**config.mk**
```make
export PLATFORM = sky130hd
export DESIGN_NAME = pwm_deadtime_gen
export DESIGN_NICKNAME = d
export VERILOG_FILES = /design/src/rtl/pwm_deadtime_gen_pkg.sv /design/src/rtl/pwm_deadtime_gen_leg.sv /design/src/rtl/pwm_deadtime_gen.sv
export SDC_FILE = /design/constraint.sdc
export NUM_CORES = 1
export LEC_CHECK = 0
export ABC_AREA = 1
export CAP_MARGIN = 10
export CORE_MARGIN = 4
export CORE_UTILIZATION = 58
export DETAILED_ROUTE_END_ITERATION = 8
export PLACE_DENSITY = 0.8
export SYNTH_ARGS = -nofsm -noshare
export SYNTH_HDL_FRONTEND = slang
export SYNTH_SLANG_ARGS = --single-unit
```
**constraint.sdc**
```tcl
create_clock -name clk -period 1.8 [get_ports clk]
set_input_delay 0.18 -clock clk [delete_from_list [all_inputs] [get_ports clk]]
set_output_delay 0.18 -clock clk [all_outputs]
set_load 0.1 [all_outputs]
```
**src/rtl/pwm_deadtime_gen_pkg.sv**
```systemverilog
// Shared definitions for the dead-time inserter: leg state encoding, default sizes
// and the gate-bit index helpers.
package pwm_dt_pkg;

   localparam int NUM_LEGS_DEF = 4;
   localparam int DT_WIDTH_DEF = 8;

   typedef enum logic [1:0] {
      ST_IDLE = 2'd0,
      ST_DEAD = 2'd1,
      ST_HI   = 2'd2,
      ST_LO   = 2'd3
   } leg_state_e;

   function automatic int hi_idx(input int k);
      return 2 * k;
   endfunction

   function automatic int lo_idx(input int k);
      return 2 * k + 1;
   endfunction

endpackage

```
**src/rtl/pwm_deadtime_gen_leg.sv**
```systemverilog
// One half-bridge leg: command-to-gate FSM with a dead-time counter that guarantees
// an all-off interval of max(dead_time,1) cycles on every transition.
module pwm_dt_leg
   import pwm_dt_pkg::*;
#(
   parameter int DT_WIDTH = DT_WIDTH_DEF
) (
   input  logic                clk,
   input  logic                rst_n,
   input  logic                gate_off,
   input  logic                cmd,
   input  logic [DT_WIDTH-1:0] dead_time,
   output logic                hi,
   output logic                lo
);

   localparam logic [DT_WIDTH-1:0] DT_ONE = {{(DT_WIDTH-1){1'b0}}, 1'b1};

   leg_state_e          state, state_nx;
   logic [DT_WIDTH-1:0] cnt, cnt_nx, dt_eff;
   logic                target, target_nx;

   assign dt_eff = (dead_time == '0) ? DT_ONE : dead_time;

   always_comb begin
      state_nx  = state;
      cnt_nx    = cnt;
      target_nx = target;
      case (state)
         ST_IDLE: begin
            state_nx  = ST_DEAD;
            cnt_nx    = dt_eff;
            target_nx = cmd;
         end
         ST_DEAD: begin
            // The interval length is fixed at entry; only the destination follows cmd.
            target_nx = cmd;
            if (cnt <= DT_ONE) state_nx = target ? ST_HI : ST_LO;
            else               cnt_nx   = cnt - DT_ONE;
         end
         ST_HI: begin
            if (!cmd) begin
               state_nx  = ST_DEAD;
               cnt_nx    = dt_eff;
               target_nx = cmd;
            end
         end
         ST_LO: begin
            if (cmd) begin
               state_nx  = ST_DEAD;
               cnt_nx    = dt_eff;
               target_nx = cmd;
            end
         end
         default: state_nx = ST_IDLE;
      endcase
      if (gate_off) begin
         state_nx  = ST_IDLE;
         cnt_nx    = '0;
         target_nx = 1'b0;
      end
   end

   // Gates are decoded from the next state so they switch on the same edge as the FSM.
   always_ff @(posedge clk) begin
      if (!rst_n) begin
         state  <= ST_IDLE;
         cnt    <= '0;
         target <= 1'b0;
         hi     <= 1'b0;
         lo     <= 1'b0;
      end else begin
         state  <= state_nx;
         cnt    <= cnt_nx;
         target <= target_nx;
         hi     <= (state_nx == ST_HI);
         lo     <= (state_nx == ST_LO);
      end
   end

endmodule

```
**src/rtl/pwm_deadtime_gen.sv**
```systemverilog
// Dead-time inserter for the H-bridge gate bus: per-leg FSMs plus fault latch.
// Optional shoot-through comparator enabled by defining PWM_DT_XCHECK_EN.
module pwm_deadtime_gen
   import pwm_dt_pkg::*;
#(
   parameter int NUM_LEGS = NUM_LEGS_DEF,
   parameter int DT_WIDTH = DT_WIDTH_DEF
) (
   input  logic                  clk,
   input  logic                  rst_n,
   input  logic                  enable,
   input  logic [DT_WIDTH-1:0]   dead_time,
   input  logic [NUM_LEGS-1:0]   leg_cmd,
   input  logic                  fault,
   input  logic                  fault_clr,
   output logic [2*NUM_LEGS-1:0] pwm_out,
   output logic                  fault_latched,
   output logic                  xcheck_err
);

   logic gate_off;
   logic xcheck_hit;

   assign gate_off = !enable | fault | fault_latched;

   for (genvar k = 0; k < NUM_LEGS; k++) begin : g_leg
      pwm_dt_leg #(.DT_WIDTH(DT_WIDTH)) u_leg (
         .clk       (clk),
         .rst_n     (rst_n),
         .gate_off  (gate_off),
         .cmd       (leg_cmd[k]),
         .dead_time (dead_time),
         .hi        (pwm_out[hi_idx(k)]),
         .lo        (pwm_out[lo_idx(k)])
      );
   end

`ifdef PWM_DT_XCHECK_EN
   logic [NUM_LEGS-1:0] both_on;

   // Watches the registered bus, independent of the leg FSMs.
   always_comb begin
      both_on = '0;
      for (int k = 0; k < NUM_LEGS; k++)
         both_on[k] = pwm_out[hi_idx(k)] & pwm_out[lo_idx(k)];
   end

   assign xcheck_hit = |both_on;

   always_ff @(posedge clk) begin
      if (!rst_n) xcheck_err <= 1'b0;
      else        xcheck_err <= xcheck_err | xcheck_hit;
   end
`else
   assign xcheck_hit = 1'b0;
   assign xcheck_err = 1'b0;
`endif

   // Set has priority over clear so a fault held during fault_clr stays latched.
   always_ff @(posedge clk) begin
      if (!rst_n)                   fault_latched <= 1'b0;
      else if (fault | xcheck_hit)  fault_latched <= 1'b1;
      else if (fault_clr)           fault_latched <= 1'b0;
   end

endmodule

```
==> key figures <==
Logic synthesis
  • Main synth FF type: dfxtp_1
  • Netlist cell types: 30
  • Post-synth ARST share: 0
  • Cell taking the most area after synthesis: dfxtp_1
  • Top cells by area, synth: dfxtp_1, nand2_1, nand3_1
  • Post-synth EDFFs: 0
  • Avg Inst Size Synth: 6.568 um2
  • Cells after Synth: 469
  • Syn_nets: 494
  • Register area share after synthesis: 0.3444
  • Synth top area share: 0.3444
  • Syn Std Cell Area: 3080 um2
  • Yosys warning count: 0
  • Flops & latches, synth: 53

Finish
  • Most frequent cells in the layout: nand2_1, nor2_1, inv_1, dfxtp_1, nand3_1
  • Synth-to-layout area growth: 12.55%
  • Commonest non-fill, non-tap cell in the layout: nand2_1
  • Layout cells sized above 1: 0.1107
  • Nets: 522
  • Antenna cells: 0
  • Final Core Density: 0.6745

Power
  • Power per cell area: 692.8 nW/um2
  • VDD IR max: 0.2960 mV
  • Lkg Pwr: 1.647 nW

Routing
  • Via/cell ratio: 5.467
  • 1st-iter DRT viols: 265
  • Vias: 3100
  • Drt drc: 0
  • Antenna-violating nets left: 0
  • Drt first pass iters: 5
  • Post-Route WL: 7496 um
  • Wire per inst: 13.22 um

STA
  • Final hold violations: 0
  • Period utilization: 0.9098
  • Clock Skews: 0.003304 ns
  • Setup tns final: 0 ns
  • Min cycle time layout: 1.638 ns
  • Fmax: 0.6107 GHz
  • Pins Over Slew Limit: 0
  • Final worst slack: 0.1624 ns
  • RSZ-0062 raised after global routing: no
  • Final Setup Violations: 0

Global routing
  • Initial antenna violation count: 0
  • Vias in the first global route: 2768
  • Aggregate global-route resource usage: 0.2406
  • Total grt overflow: 0
  • Largest net degree at the start of global routing: 16
  • First-pass GRT wire length: 12340 um

Floorplanning
  • Initial core utilization: 0.5993
  • Core area: 5140 um2
  • Die Span Y: 80.88 um
  • Die X: 80.88 um
  • IO Count: 27
  • Core Rows: 26
  • Die ar.: 6541 um2

Placed design
  • Final HPWL DP: 5573 um
  • I/O Buffers: 25
  • Place WS: 0.1546 ns
  • Placer Congestion: 0.8956

Clock tree
  • Reg clk slew, reported paths: 0.09 ns
  • Clk_lat worst skew: 0.30 ns
  • Root Buffer: clkbuf_8
  • CTS tree: yes
  • Post_cts resized: 0
  • CTS Buf Count: 5
  • H-tree depth: 2
  • Clk sinks: 53
  • Worst-case clock buffer depth: 2
  • Setup repair bufs after CTS: 0
  • CTS hold repair buffers: 0

Setup path
  • CP required: 2.00 ns
  • CP Max Fanout: 6
  • Critical Path Source Type: flip-flop
  • Critical Path End Type: flip-flop
  • CP max stage delay: 0.40 ns
  • Crit-path cells: inv_1 > ha_1 > or2_0 > nand4_1 > nand2_2 > nand2_2 > inv_2 > nand2_1 > nand2_1
  • Slowest cell on the critical path: dfxtp_1
  • WS Path Type: reg2reg
  • CP arrival: 1.84 ns

Run
  • Maximum capacitance violations: 0

Worst hold path
  • Worst min path class: reg2reg

Outcome
  • Status: finished, final reports clean
-- cell type report --
cell class,count,area (um2)
clock buffers,5,68.82
clock inverters,2,35.03
fillers,488,1673
inverters,64,245.2
multi-input cells,338,1667
flip-flops and latches,53,1061
well taps,70,87.58
repair buffers,35,302.8
-- cells in the mapped netlist, drive strengths merged, types with 5 or more instances --
cell and count:
nand2 121, nor2 68, inv 64, dfxtp 53, nand3 46, o21ai 46
a21oi 17, buf 14, nand4 11, ha 8, nor3 6, a31oi 5
-- sequential cells by signal, indices dropped and copies added (netlist names) --
register / count
g_leg.u_leg.lo: 4
g_leg.u_leg.hi: 4
fault_latched: 1
g_leg.u_leg.target: 4
g_leg.u_leg.cnt: 32
g_leg.u_leg.state: 8
-- logic make-up (layout without fill, tap and decap cells) --
group,Yosys count,after routing,synth area share
buffers and inverters,78,106,0.1145
adder cells (fa/ha/maj),8,8,0.03250
AO/OA/AOI/OAI,72,72,0.1214
other,1,1,0.001217
AND/OR/NAND/NOR,254,254,0.3773
XOR/XNOR,3,3,0.008531
flip-flops,53,53,0.3444
-- metal layers --
metal | global-route usage | wire length (um) | vias up
li1 | - | - | 1548
met1 | 0.2874 | 3210 | 1420
met2 | 0.4294 | 3634 | 113
met3 | 0.04878 | 508 | 19
met4 | 0.07770 | 142 | 0
met5 | 0 | 0 | -
-- through the flow --
stage	instances	instance area [um2]	hold slack (ns)	power (mW)
2_1_floorplan	469	3080	0.2974	1.512
3_3_place_gp	560	3363	0.4548	1.626
3_5_place_dp	560	3363	0.4538	1.633
4_1_cts	567	3467	0.4680	2.407
5_1_grt	567	3467	0.4768	2.506
6_report	567	3467	0.4676	2.402
-- critical path, delay by kind of cell, from the launching register on --
family,cells,cell delay (ns)
fa+ha+maj,1,0.23
flops,1,0.40
buf+inv,2,0.16
simple gates,6,0.76
-- where the power goes --
| part | leakage [nW] | internal, mW | switching (mW) |
|---|---|---|---|
| clock | 0.0540 | 0.405 | 0.383 |
| sequential | 0.430 | 1.20 | 0.0202 |
| combinational | 1.16 | 0.142 | 0.252 |
-- path summary, 6_finish.rpt --
check / start / endpoint / slack, ns / cells past startpoint
setup / recovery: g_leg[2].u_leg.cnt[0]$_SDFFE_PP0P_ / g_leg[2].u_leg.cnt[6]$_SDFFE_PP0P_ / 0.16 / 9
hold / removal: g_leg[1].u_leg.target$_SDFFE_PP0P_ / g_leg[1].u_leg.target$_SDFFE_PP0P_ / 0.47 / 2
setup reg to reg: g_leg[2].u_leg.cnt[0]$_SDFFE_PP0P_ / g_leg[2].u_leg.cnt[6]$_SDFFE_PP0P_ / 0.16 / 9
hold reg to reg: g_leg[1].u_leg.target$_SDFFE_PP0P_ / g_leg[1].u_leg.target$_SDFFE_PP0P_ / 0.47 / 2
(Power assumes the default switching activity.)
